## config.mk

```make
export PLATFORM = sky130hd
export DESIGN_NAME = stack_guard_flat
export DESIGN_NICKNAME = d
export VERILOG_FILES = /design/src/rtl/stack_guard_if.sv /design/src/rtl/stack_guard.sv /design/src/flat_wrapper.sv
export SDC_FILE = /design/constraint.sdc
export NUM_CORES = 1
export LEC_CHECK = 0
export BUFFER_PORTS_ARGS = -buffer_cell sky130_fd_sc_hd__buf_2
export CORE_MARGIN = 5
export CORE_UTILIZATION = 44
export DETAILED_ROUTE_END_ITERATION = 12
export PLACE_DENSITY_LB_ADDON = 0.3
export SYNTH_ARGS = -nofsm -noshare
export SYNTH_HDL_FRONTEND = slang
export SYNTH_SLANG_ARGS = --single-unit
```

## constraint.sdc

```tcl
create_clock -name clk -period 3.9 [get_ports clk]
set_input_delay 0.195 -clock clk [delete_from_list [all_inputs] [get_ports clk]]
set_output_delay 0.195 -clock clk [all_outputs]
set_load 0.02 [all_outputs]
```

## src/rtl/stack_guard_if.sv

```systemverilog
// Bus between stack_guard and the register-backup stack.
// The master drives the stack strobes and data; the slave returns the stack output q.
interface stack_guard_if #(
  parameter int DATA_W = 32
);
  logic              push;
  logic              pop;
  logic [DATA_W-1:0] d;
  logic              hold;
  logic              clear;
  logic [DATA_W-1:0] q;

  modport master (output push, pop, d, hold, clear, input q);
  modport slave  (input push, pop, d, hold, clear, output q);
endinterface

```

## src/rtl/stack_guard.sv

```systemverilog
// Push/pop gatekeeper for the register-backup stack.
// It tracks depth and peak, returns pop data, and flags overflow, underflow and collision.
module stack_guard #(
  parameter int DEPTH  = 128,
  parameter int PTR_W  = 7,
  parameter int DATA_W = 32
) (
  input  logic              clk,
  input  logic              reset,
  input  logic              req_push,
  input  logic              req_pop,
  input  logic [DATA_W-1:0] req_d,
  input  logic              hold,
  input  logic              clear,
  stack_guard_if.master     stk,
  output logic [DATA_W-1:0] pop_data,
  output logic              pop_valid,
  output logic [PTR_W:0]    depth,
  output logic [PTR_W:0]    peak,
  output logic              full,
  output logic              empty,
  output logic [2:0]        err_code,
  input  logic              err_ack,
  output logic              irq
);

  logic              go;
  logic              collision;
  logic              push_only;
  logic              pop_only;
  logic              pop_acc;
  logic [2:0]        events;
  logic [PTR_W:0]    depth_nxt;
  logic [DATA_W-1:0] last_q;

  assign full  = (depth == (PTR_W+1)'(DEPTH));
  assign empty = (depth == '0);

  assign go        = !hold && !clear;
  assign collision = req_push && req_pop;
  assign push_only = req_push && !req_pop;
  assign pop_only  = req_pop && !req_push;

  // Strobes depend only on requests and registered depth, never on stk.q.
  assign stk.push  = push_only && !full;
  assign stk.pop   = pop_only && !empty;
  assign stk.d     = req_d;
  assign stk.hold  = hold;
  assign stk.clear = clear;

  assign pop_acc = stk.pop && go;
  assign events  = {collision, push_only && full, pop_only && empty};

  always_comb begin
    depth_nxt = depth;
    if (stk.push)
      depth_nxt = depth + 1'b1;
    else if (pop_acc)
      depth_nxt = depth - 1'b1;
  end

  always_ff @(posedge clk) begin
    if (reset) begin
      depth     <= '0;
      peak      <= '0;
      pop_valid <= 1'b0;
      last_q    <= '0;
      err_code  <= '0;
      irq       <= 1'b0;
    end else begin
      depth     <= depth_nxt;
      peak      <= (depth_nxt > peak) ? depth_nxt : peak;
      pop_valid <= pop_acc;
      if (pop_valid)
        last_q <= stk.q;
      err_code  <= (err_ack ? 3'b000 : err_code) | events;
      irq       <= |events;
    end
  end

  assign pop_data = pop_valid ? stk.q : last_q;

endmodule

```

## src/flat_wrapper.sv

```systemverilog
// flat-port wrapper written by rule: the top's interface ports become plain ports
module stack_guard_flat 
#(
  parameter int DEPTH  = 128,
  parameter int PTR_W  = 7,
  parameter int DATA_W = 32
)
  (clk, reset, req_push, req_pop, req_d, hold, clear, pop_data, pop_valid, depth, peak, full, empty, err_code, err_ack, irq, stk_push, stk_pop, stk_d, stk_hold, stk_clear, stk_q);
  stack_guard_if #(.DATA_W(DATA_W)) stk_i ();
  input  logic clk;
  input  logic reset;
  input  logic req_push;
  input  logic req_pop;
  input  logic [DATA_W-1:0] req_d;
  input  logic hold;
  input  logic clear;
  output logic [DATA_W-1:0] pop_data;
  output logic pop_valid;
  output logic [PTR_W:0] depth;
  output logic [PTR_W:0] peak;
  output logic full;
  output logic empty;
  output logic [2:0] err_code;
  input  logic err_ack;
  output logic irq;
  output wire logic [$bits(stk_i.push)-1:0] stk_push;
  output wire logic [$bits(stk_i.pop)-1:0] stk_pop;
  output wire logic [$bits(stk_i.d)-1:0] stk_d;
  output wire logic [$bits(stk_i.hold)-1:0] stk_hold;
  output wire logic [$bits(stk_i.clear)-1:0] stk_clear;
  input wire logic [$bits(stk_i.q)-1:0] stk_q;
  assign stk_push = stk_i.push;
  assign stk_pop = stk_i.pop;
  assign stk_d = stk_i.d;
  assign stk_hold = stk_i.hold;
  assign stk_clear = stk_i.clear;
  assign stk_i.q = stk_q;
  stack_guard #(.DEPTH(DEPTH), .PTR_W(PTR_W), .DATA_W(DATA_W)) u_core (.clk(clk), .reset(reset), .req_push(req_push), .req_pop(req_pop), .req_d(req_d), .hold(hold), .clear(clear), .stk(stk_i), .pop_data(pop_data), .pop_valid(pop_valid), .depth(depth), .peak(peak), .full(full), .empty(empty), .err_code(err_code), .err_ack(err_ack), .irq(irq));
endmodule
```

==> flow_summary.toml <==
[run_status]
status = "finished, final reports clean"

[routing]
route.detailed.drc = 0
vias = 2236
finalWirelength_um = 6137
ant_nets = 0
drt_iter0_markers = 44
drtPass1Iterations = 4
avgRoutedWirePerCell_um = 14.11
viasPerCell = 5.140

[min_path]
hold_path_class = "input port to register"

[global_route]
grtUsageTotal_pct = 14.97
grt-ovfl-total = 0
grt_pass1_vias = 2239
grt_max_degree = 38
grt_pass1_wl_um = 10550
antenna_found_initial = 0

[synthesis]
synth_top_family_by_area = "simple AND/OR/NAND/NOR gates"
ys_seq_area_share_pct = 37.11
synth_compound_area_share_pct = 9.978
synthSimpleGateAreaFrac_pct = 20.04
synth_seq_cells = 53
synth_fa_ha_area_share_pct = 4.376
ys_warn_count = 0
avgSynthCellArea_um2 = 9.498
synth-edff-count = 0
syn_inst = 301
synth_top_area_share_pct = 37.11
synth_xor_area_share_pct = 1.488
yosys_most_used_dff = "dfxtp_1"
syn-num-nets = 382
synth.mux.area_fraction_pct = 12.95
synth_top_cell_by_area = "dfxtp_1"
async_flop_share_pct = 0
netlist_area_mm2 = 0.002859
synthTopCellsByArea = "dfxtp_1 37%, mux2_2 13%, buf_4 9.5%"
ys_types = 54

[power]
power.leakage_uw = 0.001591
power_density_mw_per_mm2 = 490.4
fin_total_pwr_uw = 1575
vdd_drop_max_mv = 0.3824

[clock_tree]
tritoncts = "yes"
clk_latency_ns = 0.30
cts-root-buf = "clkbuf_8"
numCtsBuffers = 5
cts.clk_slew.worst_paths_ns = 0.10
ctsHoldBuffers = 0
cts_sinks = 53
cts-htree-levels = 2
clockBufferDepth = 2

[critical_path]
worst_ep_arrival_time_ns = 3.61
path_cells = "inv_1, ha_1, or3b_2, o21ai_1, a21oi_1, a22o_1, inv_1, ha_1, nor2b_1, o21ai_0, nor4bb_2, nor2_1, a211oi_1"
cp.buffers_inverters = 2
path_max_fanout = 6
worstSetupPathType = "register to register"
critPathTopFamily = "simple AND/OR/NAND/NOR gates"
cp-start-kind = "register"
cp_slowest_cell = "or3b_2"
cp_data_required_time_ns = 4.11
max_stage_delay_ns = 0.49
cp-end-kind = "register"

[sta]
timing.fmax_mhz = 294.8
worst_pin_slew_ns = 0.8784
tns_ns = 0
slew_viol_final = 0
rsz0062_at_grt = "false"
period_share_pct = 86.99
fin_skew_ns = 0.005205
setup_viol = 0
slew_headroom_pct = 41.37
hold_violations = 0
period_needed_ns = 3.392

[finish]
utilization_pct = 50.58
diodes = 0
final_common_cell = "buf_2"
instances_no_fill = 435
drive_above_1_share_pct = 42.18
finalNetCount = 438
final_cell_mix = "97 x buf_2, 53 x dfxtp_1, 35 x and2_1"
fin_area_mm2 = 0.003212
synthToLayoutAreaGrowth_pct = 12.34

[floorplanning]
die_x_um = 90.61
core_area_mm2 = 0.006350
die_h_um = 90.61
die_area_mm2 = 0.008210
ios = 162
start_util_pct = 45.02
rows = 29

[place]
gp_congestion = 0.9775
place_area_mm2 = 0.003118
dp_hpwl_um = 4697
dp_cells = 427
portBuffers = 97

[job]
cap_violations = 0
[path summary, 6_finish.rpt]
check	start	end	slack (ns)	cells past startpoint
setup / recovery	u_core.depth[0]	u_core.peak[7]	0.51	13
hold reg to reg	u_core.peak[3]	u_core.peak[3]	0.50	2
setup reg to reg	u_core.depth[0]	u_core.peak[7]	0.51	13
hold / removal	stk_q[29]	u_core.last_q[29]	0.23	3
[state kept, by name, summed over array words and instances, names as in the netlist]
register / count
u_core.irq: 1
u_core.depth: 8
u_core.peak: 8
u_core.pop_valid: 1
u_core.err_code: 3
u_core.last_q: 32
[power breakdown]
part           leakage (uW)  switching, uW  internal [uW]
logic               0.00112            407            252
clock network     0.0000374            180            127
registers          0.000429           30.7            578
total               0.00159            618            957
[per-stage QoR]
step                setup WS (ns)  hold slack (ns)
floorplan                  0.6543           0.3520
global placement           0.6172           0.3901
detailed placement         0.4693           0.3901
CTS                        0.4389           0.2236
global route               0.1331           0.2247
finish                     0.5075           0.2324
[cell type report]
type                    count  area [um2]
flip-flops and latches     53        1061
well taps                  77       96.34
repair buffers             98       493.0
clock inverters             2       15.01
clock buffers               6       72.57
fillers                   617        3138
inverters                  19       71.32
multi-input cells         180        1403
[worst reg2reg max path, stage by stage, from the launching register on]
cell and delay [ns]:
dfxtp_1 0.34, inv_1 0.11, ha_1 0.22, or3b_2 0.49, o21ai_1 0.24, a21oi_1 0.10
a22o_1 0.29, inv_1 0.07, ha_1 0.23, nor2b_1 0.14, o21ai_0 0.20, nor4bb_2 0.39
nor2_1 0.19, a211oi_1 0.29
[layer usage]
metal  track usage (%)  vias up  routed length (um)
met5                 0        -                   0
met4             4.094        0                  82
met3             4.917        8                 593
met2             24.09      104                2694
met1             19.11     1019                2766
li1                  -     1105                   -
[cell families after synthesis]
kind of cell,Yosys count
AND/OR/NAND/NOR,90
buffers and inverters,68
multiplexers,33
adder cells (fa/ha/maj),10
AO/OA/AOI/OAI,43
XOR/XNOR,4
flip-flops,53
[what timing repair did]
item,in CTS,in global routing
setup buffers,0,0
gates resized for setup,0,1
hold endpoints to repair,0,0
setup endpoints to repair,0,1
[Yosys cell counts, types with 3 or more instances]
cell type / n
nand3_1: 4
ha_1: 10
o21ai_1: 3
and2_1: 35
nand2_1: 7
xnor2_1: 3
clkbuf_1: 8
nor2_1: 15
a21oi_1: 11
dfxtp_1: 53
buf_1: 3
nor3_1: 3
o21ai_0: 7
a211oi_1: 6
and4_1: 3
buf_4: 36
inv_1: 19
mux2_2: 32
o22ai_1: 3
No activity file was read; power rests on OpenSTA's default activity.
